--- src/rtl/bsg_credit_pkg.sv ---
// Shared definitions for the multi-channel credit counter.
//   credit_width()  : bits needed to hold the values 0..n
//   credit_chan_s   : one channel's registered state (count + sticky flags)
//   credit_err_e    : encoding of a channel's error flags, used to name
//                     flag combinations when observing the counter
package bsg_credit_pkg;

  // Widest count any channel may instantiate. The channel keeps its count
  // in this width; bits above the configured width stay zero because the
  // count never exceeds max_credits_p.
  localparam int credit_cnt_w_max = 16;

  function automatic int credit_width(input int n);
    return $clog2(n + 1);
  endfunction

  typedef struct packed {
    logic [credit_cnt_w_max-1:0] count;
    logic                        overflow;
    logic                        underflow;
  } credit_chan_s;

  typedef enum logic [1:0] {
    err_none      = 2'b00,
    err_underflow = 2'b01,
    err_overflow  = 2'b10,
    err_both      = 2'b11
  } credit_err_e;

endpackage

--- src/rtl/bsg_credit_counter_chan.sv ---
// One credit channel: holds a count, accepts a send (dec_i) when a credit
// is present, adds returned tokens (inc_cnt_i), saturates at max_credits_p
// and keeps sticky overflow/underflow flags.
// Ports:
//   clk_i, reset_n_i     clock, asynchronous active-low reset
//   infinite_credits_i   bypass: count held, dec/inc ignored, no flags
//   dec_i                consume one credit this cycle
//   inc_cnt_i            tokens returned this cycle (0..max_inc_p)
//   clear_err_i          clear sticky flags on the next edge
//   avail_o              channel may send this cycle
//   count_o              registered credit count
//   overflow_o           sticky: a return pushed the sum past max_credits_p
//   underflow_o          sticky: dec_i seen with no credit
//
// Handshake: avail_o is the "ready" for a send; a send is taken exactly when
// dec_i & avail_o in normal mode, and avail_o depends only on the registered
// count, so tokens returned this cycle cannot enable a send this cycle.
module bsg_credit_counter_chan
  import bsg_credit_pkg::*;
#(
  parameter  int max_credits_p  = 16,
  parameter  int init_credits_p = 16,
  parameter  int max_inc_p      = 4,
  localparam int cnt_width_lp   = credit_width(max_credits_p),
  localparam int inc_width_lp   = credit_width(max_inc_p)
) (
  input  logic                    clk_i,
  input  logic                    reset_n_i,
  input  logic                    infinite_credits_i,
  input  logic                    dec_i,
  input  logic [inc_width_lp-1:0] inc_cnt_i,
  input  logic                    clear_err_i,
  output logic                    avail_o,
  output logic [cnt_width_lp-1:0] count_o,
  output logic                    overflow_o,
  output logic                    underflow_o
);

  localparam int cw = credit_cnt_w_max;
  localparam int sw = credit_cnt_w_max + 1;

  localparam logic [cw-1:0] init_count = cw'(init_credits_p);
  localparam logic [cw-1:0] max_count  = cw'(max_credits_p);
  localparam logic [sw-1:0] max_sum    = sw'(max_credits_p);

  credit_chan_s st_q, st_d;

  logic          has_credit;
  logic          dec_ok;
  logic          unf_set;
  logic          ovf_set;
  logic [sw-1:0] sum;

  always_comb begin
    st_d       = st_q;
    has_credit = (st_q.count != '0);
    dec_ok     = dec_i & has_credit & ~infinite_credits_i;
    unf_set    = dec_i & ~has_credit & ~infinite_credits_i;
    // One extra bit so an overshoot past max_credits_p is visible; dec_ok
    // only subtracts from a nonzero count, so this never wraps below zero.
    sum        = {1'b0, st_q.count} + sw'(inc_cnt_i) - sw'(dec_ok);
    ovf_set    = ~infinite_credits_i & (sum > max_sum);
    if (!infinite_credits_i) begin
      st_d.count = ovf_set ? max_count : sum[cw-1:0];
    end
    // A new error in the same cycle as a clear wins over the clear.
    st_d.overflow  = ovf_set | (st_q.overflow & ~clear_err_i);
    st_d.underflow = unf_set | (st_q.underflow & ~clear_err_i);
  end

  always_ff @(posedge clk_i or negedge reset_n_i) begin
    if (!reset_n_i) begin
      st_q <= '{count: init_count, overflow: 1'b0, underflow: 1'b0};
    end else begin
      st_q <= st_d;
    end
  end

  assign avail_o     = (st_q.count != '0) | infinite_credits_i;
  assign count_o     = st_q.count[cnt_width_lp-1:0];
  assign overflow_o  = st_q.overflow;
  assign underflow_o = st_q.underflow;

  // Returning more than max_inc_p tokens in one cycle is outside the
  // protocol; the counter's behaviour for it is not defined.
  inc_legal_a : assert property (@(posedge clk_i) disable iff (!reset_n_i)
    !infinite_credits_i |-> (32'(inc_cnt_i) <= max_inc_p));

endmodule

--- src/rtl/bsg_credit_counter_multi.sv ---
// Multi-channel credit counter: els_p independent channels, each a
// bsg_credit_counter_chan. Packed per-channel vectors are sliced so that
// channel i occupies bit i / slice [i*width +: width] of every bus.
// Ports:
//   clk_i, reset_n_i     clock, asynchronous active-low reset
//   infinite_credits_i   [els_p]                 per-channel bypass
//   dec_i                [els_p]                 per-channel send request
//   inc_cnt_i            [els_p*inc_width_lp]    per-channel token return
//   clear_err_i          clear all sticky flags
//   credits_avail_o      [els_p]                 channel may send
//   credits_o            [els_p*cnt_width_lp]    registered counts
//   overflow_o           [els_p]                 sticky overflow flags
//   underflow_o          [els_p]                 sticky underflow flags
module bsg_credit_counter_multi
  import bsg_credit_pkg::*;
#(
  parameter  int els_p          = 4,
  parameter  int max_credits_p  = 16,
  parameter  int init_credits_p = 16,
  parameter  int max_inc_p      = 4,
  localparam int cnt_width_lp   = credit_width(max_credits_p),
  localparam int inc_width_lp   = credit_width(max_inc_p)
) (
  input  logic                          clk_i,
  input  logic                          reset_n_i,
  input  logic [els_p-1:0]              infinite_credits_i,
  input  logic [els_p-1:0]              dec_i,
  input  logic [els_p*inc_width_lp-1:0] inc_cnt_i,
  input  logic                          clear_err_i,
  output logic [els_p-1:0]              credits_avail_o,
  output logic [els_p*cnt_width_lp-1:0] credits_o,
  output logic [els_p-1:0]              overflow_o,
  output logic [els_p-1:0]              underflow_o
);

  for (genvar i = 0; i < els_p; i++) begin : g_chan
    bsg_credit_counter_chan #(
      .max_credits_p (max_credits_p),
      .init_credits_p(init_credits_p),
      .max_inc_p     (max_inc_p)
    ) u_chan (
      .clk_i             (clk_i),
      .reset_n_i         (reset_n_i),
      .infinite_credits_i(infinite_credits_i[i]),
      .dec_i             (dec_i[i]),
      .inc_cnt_i         (inc_cnt_i[i*inc_width_lp +: inc_width_lp]),
      .clear_err_i       (clear_err_i),
      .avail_o           (credits_avail_o[i]),
      .count_o           (credits_o[i*cnt_width_lp +: cnt_width_lp]),
      .overflow_o        (overflow_o[i]),
      .underflow_o       (underflow_o[i])
    );
  end

endmodule

--- config.mk ---
export PLATFORM = sky130hd
export DESIGN_NAME = bsg_credit_counter_multi
export DESIGN_NICKNAME = d
export VERILOG_FILES = /design/src/rtl/bsg_credit_pkg.sv /design/src/rtl/bsg_credit_counter_chan.sv /design/src/rtl/bsg_credit_counter_multi.sv
export SDC_FILE = /design/constraint.sdc
export NUM_CORES = 1
export LEC_CHECK = 0
export ABC_CLOCK_PERIOD_IN_PS = 10100
export BUFFER_PORTS_ARGS = -buffer_cell sky130_fd_sc_hd__buf_4
export CAP_MARGIN = 15
export CORE_ASPECT_RATIO = 1.75
export CORE_MARGIN = 3
export CORE_UTILIZATION = 60
export DETAILED_ROUTE_END_ITERATION = 16
export PLACE_DENSITY = 0.82
export SYNTH_ARGS = -nofsm -noshare
export SYNTH_HDL_FRONTEND = slang
export SYNTH_SLANG_ARGS = --single-unit
--- constraint.sdc ---
create_clock -name clk_i -period 10.1 [get_ports clk_i]
set_clock_uncertainty 0.05 [all_clocks]
set_input_delay 2.02 -clock clk_i [delete_from_list [all_inputs] [get_ports clk_i]]
set_output_delay 2.02 -clock clk_i [all_outputs]
set_load 0.01 [all_outputs]
# --- Yosys cells after proc, flatten, opt, wreduce, memory -nomap -nowiden ---
# Cells that the tools add are included.
word_totals:
  ff_bits: 72
  word_cells: 81
op_classes:
  n_addsub: 8
  magnitude_cmp: 4
  muxes: 4
  n_bitwise: 49
  n_reduce_logical: 4
ops:
  columns: ["op", "count"]
  rows:
  - ["adder 16 x 3 -> 17 bit", 4]
  - ["greater-than comparator 17 x 5 -> 1 bit (second input constant)", 4]
  - ["subtractor 17 x 1 -> 17 bit", 4]
  - ["2-to-1 mux 16 bit", 4]
  - ["nonzero test 16 bit", 4]
  - ["bitwise AND 1 bit", 28]
  - ["OR 1 bit", 12]
  - ["NOT 1 bit", 9]

# --- Longest topological paths before layout ---
# Gate-level depths: netlist of run 1.
logic_depth:
  depth_word: 7
  ltp_mapped: 19

# --- Hierarchy ---
# From an unflattened synthesis of run 1, not the netlist that was laid out.
hier_totals:
  hier_cells: 882
  area_unflattened_um2: 7407.1
by_module_without_submodules:
  columns: ["mod", "instances", "cells_per_inst", "area_per_inst_um2"]
  rows:
  - ["bsg_credit_counter_chan at g_chan[1].u_chan ...", 3, 217, 1823.0]
  - ["bsg_credit_counter_chan at g_chan[0].u_chan", 1, 231, 1938.1]

# --- Least setup slack after synthesis of run 1 ---
# Ideal clock, no wire load.
synth_path:
  kind: "input to register"
  from: "in infinite_credits_i[2]"
  to: "reg g_chan[2].u_chan.st_q (netlist bit g_chan[2].u_chan.overflow_o)"
  setup_ns: 0.121
  t_arrival_ns: 5.334
  t_required_ns: 9.929
  setup_slack_ns: 4.595
  cell_stages: 16
  path_cell_list: "clkbuf_1 > nor3b_1 > ha_1 > inv_1 > ha_1 > inv_1 > fa_1 > nand2b_1 > a21oi_1 > a211o_1 > o31a_1 > or3_1 > a221o_1 > or4_4 > buf_6 > a22o_1"
synth_rtl:
  columns: ["item", "line_no", "source"]
  rows:
  - ["from (decl)", "bsg_credit_counter_multi.sv:26", "input logic [els_p-1:0] infinite_credits_i,"]
  - ["to (signal assigned)", "bsg_credit_counter_chan.sv:73", "st_q <= '{count: init_count, overflow: 1'b0, underflow: 1'b0};"]
  - ["to (signal assigned)", "bsg_credit_counter_chan.sv:75", "st_q <= st_d;"]
  - ["to (decl)", "bsg_credit_counter_chan.sv:46", "credit_chan_s st_q, st_d;"]

# --- Final worst setup path of run 1 ---
layout_path:
  from: "in infinite_credits_i[3]"
  to: "reg g_chan[3].u_chan.st_q (netlist bit g_chan[3].u_chan.count_o[1])"
layout_between:
  elab_chain_len: 6
layout_lines:
  columns: ["item", "line_no", "source"]
  rows:
  - ["NOT 1 bit", "bsg_credit_counter_chan.sv:57, bsg_credit_counter_chan.sv:62", null]
  - ["bitwise AND 1 bit", "bsg_credit_counter_chan.sv:57", "dec_ok = dec_i & has_credit & ~infinite_credits_i;"]
  - ["subtractor 17 x 1 -> 17 bit", "bsg_credit_counter_chan.sv:61", "sum = {1'b0, st_q.count} + sw'(inc_cnt_i) - sw'(dec_ok);"]
  - ["greater-than comparator 17 x 5 -> 1 bit", "bsg_credit_counter_chan.sv:62", "ovf_set = ~infinite_credits_i & (sum > max_sum);"]
  - ["bitwise AND 1 bit", "bsg_credit_counter_chan.sv:62", null]
  - ["2-to-1 mux 16 bit", "bsg_credit_counter_chan.sv:64", "st_d.count = ovf_set ? max_count : sum[cw-1:0];"]
  - ["to (signal assigned)", "bsg_credit_counter_chan.sv:73", null]
  - ["to (signal assigned)", "bsg_credit_counter_chan.sv:75", null]
  - ["to (decl)", "bsg_credit_counter_chan.sv:46", null]
# Parallel ways exist; a longest one is shown, timed or not.
# A chain may end at the register's enable or synchronous reset.

==> results of run 1 <==
worst reg2reg max path, delay by kind of cell, from the launching register on:
kind | cells | cell delay (ns)
buffers and inverters | 3 | 0.22
adders and majority gates | 4 | 1.08
AOI/OAI and AO/OA | 5 | 1.33
DFF | 1 | 0.38
and+or+nand+nor | 6 | 1.74
power by group through the flow:
stage | Combinational, W | Sequential, W | Clock (W)
3_5_place_dp | 0.000900 | 0.000380 | 0
6_report | 0.000906 | 0.000375 | 0.000314
3_3_place_gp | 0.000887 | 0.000379 | 0
4_1_cts | 0.000906 | 0.000375 | 0.000318
2_1_floorplan | 0.000733 | 0.000363 | 0
5_1_grt | 0.00101 | 0.000382 | 0.000335
cells in the final DEF (no fill, tap or decap), drive strengths merged, types with 7 or more instances in the layout:
cell and instances:
inv 136, nor4 13, dfrtp 68, ha 100
nor3 19, nor4b 8, a21o 14, clkbuf 11
a31oi 11, o21ai 43, nor2 93, nand2 50
and2 13, xnor2 13, o31ai 12, o21bai 10
xor2 7, nand3 13, o211ai 11, nor2b 24
nand2b 25, nand4 17, a2111oi 9, a21oi 48
o22ai 8, or2 8, buf 54, a211oi 10
path summary, 6_finish.rpt:
check                      slack [ns]                                      end  cells past startpoint
min                              0.44    g_chan[0].u_chan.overflow_o$_DFF_PN0_                      1
max in group asynchronous        7.66  g_chan[2].u_chan.count_o[3]$_DFFE_PN0N_                      1
max reg2reg                      5.23  g_chan[1].u_chan.count_o[4]$_DFFE_PN1N_                     18
min reg2reg                      0.44    g_chan[0].u_chan.overflow_o$_DFF_PN0_                      1
min in group asynchronous        1.76  g_chan[0].u_chan.count_o[3]$_DFFE_PN0N_                      1
max                              4.53  g_chan[3].u_chan.count_o[1]$_DFFE_PN0N_                     16
stage by stage:
stage | hold slack [ns] | std cells | area (um^2) | util
floorplan | 0.4046 | 937 | 7467 | -
CTS | 0.4433 | 1127 | 8073 | 0.6689
global placement | 0.4252 | 1111 | 7781 | 0.6447
finish | 0.4404 | 1127 | 8073 | 0.6689
global route | 0.4813 | 1127 | 8073 | 0.6689
detailed placement | 0.4259 | 1111 | 7781 | 0.6447
sequential cells by signal, summed over array words and instances, names as in the netlist:
| signal | count |
|---|---|
| g_chan.u_chan.underflow_o | 4 |
| g_chan.u_chan.count_o | 20 |
| g_chan.u_chan.st_q | 44 |
| g_chan.u_chan.overflow_o | 4 |
per-layer routing:
metal	GRT usage	part of all wire	vias up
met5	0	0	-
met4	0.1140	0.034	0
met3	0.03182	0.033	53
met2	0.5435	0.56	170
met1	0.2764	0.37	3229
li1	-	-	3321
layout make-up:
type / count / area (um^2) / area share
Clock buffer: 11 / 232.7 / 0.02883
Sequential cell: 72 / 1807 / 0.2238
Clock inverter: 5 / 58.81 / 0.007285
Tap cell: 165 / 206.4 / 0.02557
Inverter: 136 / 510.5 / 0.06324
Multi-Input combinational cell: 684 / 4852 / 0.6011
Timing Repair Buffer: 54 / 405.4 / 0.05022
cells by family (layout without fill, tap and decap cells):
kind of cell	after synthesis	in the layout	synth area share
and+or+nand+nor	317	317	0.2208
AOI/OAI and AO/OA	239	239	0.2219
buffers and inverters	181	206	0.1082
adders and majority gates	104	104	0.1783
DFF	72	72	0.2420
xor gates and xnor gates	20	20	0.02346
muxes	4	4	0.005362
==> flow_summary.json, run 1 <==
{
  "synth_commonest_cells": "135 x inv_1, 100 x ha_1, 93 x nor2_1",
  "required_ns": 10.29,
  "swShare": 0.4190,
  "dieArea_um2": 13870,
  "yosysSeqAreaShare": 0.2420,
  "p_per_area_nw_per_um2": 197.6,
  "syn_avg_cell_area_um2": 7.969,
  "grt_pass1_wl_um": 31150,
  "grt_max_degree": 73,
  "pwr-share-seq": 0.235,
  "hp-class": "reg2reg",
  "slowest_stage": "a2111oi_0",
  "vias": 6773,
  "synth.distinct_cells": 70,
  "clock_sinks": 72,
  "vias_per_cell": 6.010,
  "internal-power_w": 0.0009269,
  "cts.repair.resized": 0,
  "max_cap_viol_count": 0,
  "cp-end-kind": "flip-flop",
  "cts_buffers": 9,
  "cpPeakStageDelay_ns": 0.63,
  "netSwitchingPower_w": 0.0006684,
  "ir_drop_uv": 169.2,
  "grt_usage": 0.2713,
  "total_power_w": 0.001595,
  "coreArea_um2": 12070,
  "comb_power_share": 0.568,
  "totalNegativeSetupSlack_ns": 0,
  "worst_pin_slew_ns": 0.8862,
  "hpwl_um": 14740,
  "cts_tree": "yes",
  "cp-start-kind": "input port",
  "ctsRootBufferMaster": "clkbuf_16",
  "yosys-top-cells-area": "dfrtp_1 23%, ha_1 17%, inv_1 6.8%",
  "path_cells": "buf_4, nand2b_1, nor2b_1, ha_1, inv_1, ha_1, inv_1, fa_1, nor2b_1, o211ai_1, a21o_1, xnor2_1, or4_1, a2111oi_0, nand4_1, o21ai_0",
  "async_flop_share": 1.000,
  "ios": 55,
  "drt-initial-drc-count": 304,
  "cts_hold_buffers": 0,
  "htree_levels": 3,
  "drt-total-wl_um": 18400,
  "rsz0062_at_grt": "no",
  "ys_ff_latch": 72,
  "clk-insertion-delay-late_ns": 0.33,
  "clockBufferDepth": 2,
  "hold_violations": 0,
  "fin_crit_ns": 5.572,
  "crit_buf_inv": 3,
  "max_freq_ghz": 0.1795,
  "arrival_ns": 5.77,
  "gr-total-overflow": 0,
  "syn_inst": 937,
  "nets": 1084,
  "grt_pass1_vias": 6899,
  "crit_type": "in2reg",
  "drv_slew": 0,
  "yosysTopAreaCellShare": 0.2279,
  "slew_headroom": 0.3939,
  "drc": 0,
  "ant_nets": 0,
  "worst_path_dominant_cell_family": "simple AND/OR/NAND/NOR gates",
  "status": "completed",
  "yosys_warnings": 0,
  "core.rowCount": 53,
  "synth_largest_area_cell": "dfrtp_1",
  "areaGrowthSynthToFinish_pct": 8.110,
  "pre_cts_slack_ns": 4.186,
  "worstHoldStart": "g_chan[0].u_chan.overflow_o$_DFF_PN0_",
  "drtPass1Iterations": 5,
  "cp_max_fo": 20,
  "gp_congestion": 0.9665,
  "die_h_um": 153.6,
  "start_util": 0.6187,
  "port_buffers": 54,
  "synth_most_common_cell": "inv_1",
  "dieWidth_um": 90.33,
  "min_period_over_period": 0.5517,
  "leakage_nw": 3.830,
  "cts_setup_buffers": 0,
  "synth_edf_count": 0,
  "crit_start": "infinite_credits_i[3]",
  "r2r-start": "g_chan[1].u_chan.st_q[14]$_DFFE_PN0N_",
  "setup_slack_ns": 4.528,
  "ys.flop_type": "dfrtp_1",
  "diodes": 0,
  "netlist_area_um2": 7467,
  "finalSetupViolations": 0,
  "clkTransAtPathRegs_ns": 0.06,
  "drive_gt1_frac": 0.09148,
  "synth_nets": 1064,
  "nFillCells": 1082,
  "p_clk_frac": 0.197,
  "antenna_found_initial": 0,
  "wl_per_cell_um": 16.33
}
Note: power is estimated with default switching activity, not from simulation.
==> inputs of run 2 (changes only) <==
Settings changed: ABC_CLOCK_PERIOD_IN_PS 10100 to 5400.
Clock period 10.1 ns to 5.4 ns, I/O delays scaled along.
==> run 2 against run 1 <==
First-iteration DRC count fell by 13%. Sequential power rose by 87%. Setup slack got worse by 3.9 ns. Global-route usage fell by 0.56 points. Core utilization rose by 0.35 points. Largest cell class unchanged. Non-clock buffer count rose by 1.
==> flow_summary.json, run 2 (same netlist as run 1, synthesis figures left out) <==
{
  "htree_levels": 3,
  "min_period_over_period": 0.8913,
  "hpwl_um": 14650,
  "seqCellArea_um2": 1807,
  "cpPeakStageDelay_ns": 0.62,
  "final_common_cell": "inv_1",
  "drv_slew": 0,
  "ant_nets": 0,
  "largest-register": "g_chan.u_chan.st_q",
  "rr_worst_depth": 18,
  "start_util": 0.6187,
  "total_power_w": 0.003064,
  "gp_congestion": 0.9703,
  "cp_max_fo": 6,
  "cts_hold_buffers": 0,
  "r2r-start": "g_chan[2].u_chan.st_q[17]$_DFFE_PN0N_",
  "drive_gt1_frac": 0.09450,
  "slowest_stage": "nor4b_1",
  "grt_pass1_vias": 6930,
  "slew_headroom": 0.3952,
  "worstHoldStart": "g_chan[0].u_chan.underflow_o$_DFF_PN0_",
  "finalSetupViolations": 0,
  "coreArea_um2": 12070,
  "layout_common_cells": "135 x inv_1, 100 x ha_1, 93 x nor2_1",
  "cp-start-kind": "flip-flop",
  "clkTransAtPathRegs_ns": 0.06,
  "clk-insertion-delay-late_ns": 0.34,
  "largest_reg_flops": 44,
  "cts_tree": "yes",
  "vias": 6744,
  "hold_violations": 0,
  "totalNegativeSetupSlack_ns": 0,
  "dieArea_um2": 13870,
  "crit_buf_inv": 3,
  "drt-initial-drc-count": 263,
  "core.rowCount": 53,
  "rsz0062_at_grt": "no",
  "die_h_um": 153.6,
  "antenna_found_initial": 0,
  "max_freq_ghz": 0.2078,
  "fin_crit_ns": 4.813,
  "ios": 55,
  "grt_pass1_wl_um": 30660,
  "diodes": 0,
  "worst_path_dominant_cell_family": "simple AND/OR/NAND/NOR gates",
  "hold_depth": 1,
  "crit_type": "reg2reg",
  "status": "completed",
  "dieWidth_um": 90.33,
  "leakage_nw": 3.852,
  "arrival_ns": 4.99,
  "vias_per_cell": 5.979,
  "reg2reg_to": "g_chan[2].u_chan.overflow_o$_DFF_PN0_",
  "drc": 0,
  "port_buffers": 54,
  "max_cap_viol_count": 0,
  "p_per_area_nw_per_um2": 377.5,
  "cp-end-kind": "flip-flop",
  "whs_ns": 0.4436,
  "nets": 1085,
  "multi_input_area_um2": 4852,
  "gr-total-overflow": 0,
  "cts_setup_buffers": 0,
  "drt-total-wl_um": 18200,
  "worst_pin_slew_ns": 0.9072,
  "areaGrowthSynthToFinish_pct": 8.680,
  "path_cells": "inv_1, ha_1, nand4_1, nor4b_1, nor3b_1, ha_1, inv_1, ha_1, inv_1, fa_1, nand2b_1, a21oi_1, a211o_1, o31a_1, or3_1, a221o_1, or4_4, a22o_1",
  "grt_usage": 0.2657,
  "grt_max_degree": 73,
  "cts.repair.resized": 0,
  "required_ns": 5.57,
  "wl_per_cell_um": 16.14,
  "fin_cells": 1128,
  "clock_sinks": 72,
  "drtPass1Iterations": 5,
  "clockBufferDepth": 2,
  "ir_drop_uv": 250.6,
  "cts_buffers": 9,
  "nFillCells": 1104,
  "dpl.cell_count": 1112,
  "whs_endpoint": "g_chan[0].u_chan.underflow_o$_DFF_PN0_",
  "r2r_slack_ns": 0.59,
  "ctsRootBufferMaster": "clkbuf_16",
  "hp-class": "reg2reg"
}
[run 2: final cells by class]
type	instances	share of cell area
flip-flops and latches	72	0.2226
multi-input cells	684	0.5979
inverters	136	0.06290
well taps	165	0.02544
clock inverters	7	0.01249
repair buffers	55	0.05088
clock buffers	9	0.02775
[run 2: per-layer routing]
layer  wire length, um  part of all wire  track usage
met2             10090              0.55       0.5271
met1              6819              0.37       0.2625
met3               522             0.029      0.03475
met5                 0                 0            0
met4               766             0.042       0.1359
[run 2: how the worst max path moves through the flow]
stage,slack (ns),cells after the start,endpoint,from
6_report,0.59,18,g_chan[2].u_chan.overflow_o$_DFF_PN0_,g_chan[2].u_chan.st_q[17]$_DFFE_PN0N_
5_1_grt,0.27,18,g_chan[2].u_chan.count_o[1]$_DFFE_PN0N_,g_chan[2].u_chan.st_q[17]$_DFFE_PN0N_
4_1_cts,0.58,18,g_chan[2].u_chan.overflow_o$_DFF_PN0_,g_chan[2].u_chan.st_q[17]$_DFFE_PN0N_
3_5_place_dp,0.39,16,g_chan[3].u_chan.count_o[0]$_DFFE_PN0N_,infinite_credits_i[3]
3_3_place_gp,0.55,16,g_chan[3].u_chan.count_o[0]$_DFFE_PN0N_,infinite_credits_i[3]
2_1_floorplan,0.84,16,g_chan[2].u_chan.overflow_o$_DFF_PN0_,infinite_credits_i[2]
[run 2: metrics by stage]
stage                     instance area, um^2  utilization  worst slack, ns
after CTS                                8115       0.6724           0.5818
final                                    8115       0.6724           0.5870
after global placement                   7789       0.6453           0.5507
after detailed placement                 7789       0.6453           0.3895
after floorplan                          7467            -           0.8352
after global routing                     8115       0.6724           0.2716
[run 2: worst reg2reg max path, stage by stage (launching register included)]
cell and delay [ns]:
dfrtp_1 0.42, inv_1 0.12, ha_1 0.16, nand4_1 0.11, nor4b_1 0.62, nor3b_1 0.11
ha_1 0.31, inv_1 0.04, ha_1 0.19, inv_1 0.07, fa_1 0.20, nand2b_1 0.14
a21oi_1 0.11, a211o_1 0.33, o31a_1 0.33, or3_1 0.31, a221o_1 0.32, or4_4 0.56
a22o_1 0.21
[run 2: report_power, final]
| group | switching (W) | leakage (nW) | internal [W] |
|---|---|---|---|
| sequential | 0.0000754 | 0.976 | 0.000625 |
| combinational | 0.000954 | 2.72 | 0.000752 |
| clock | 0.000249 | 0.153 | 0.000408 |
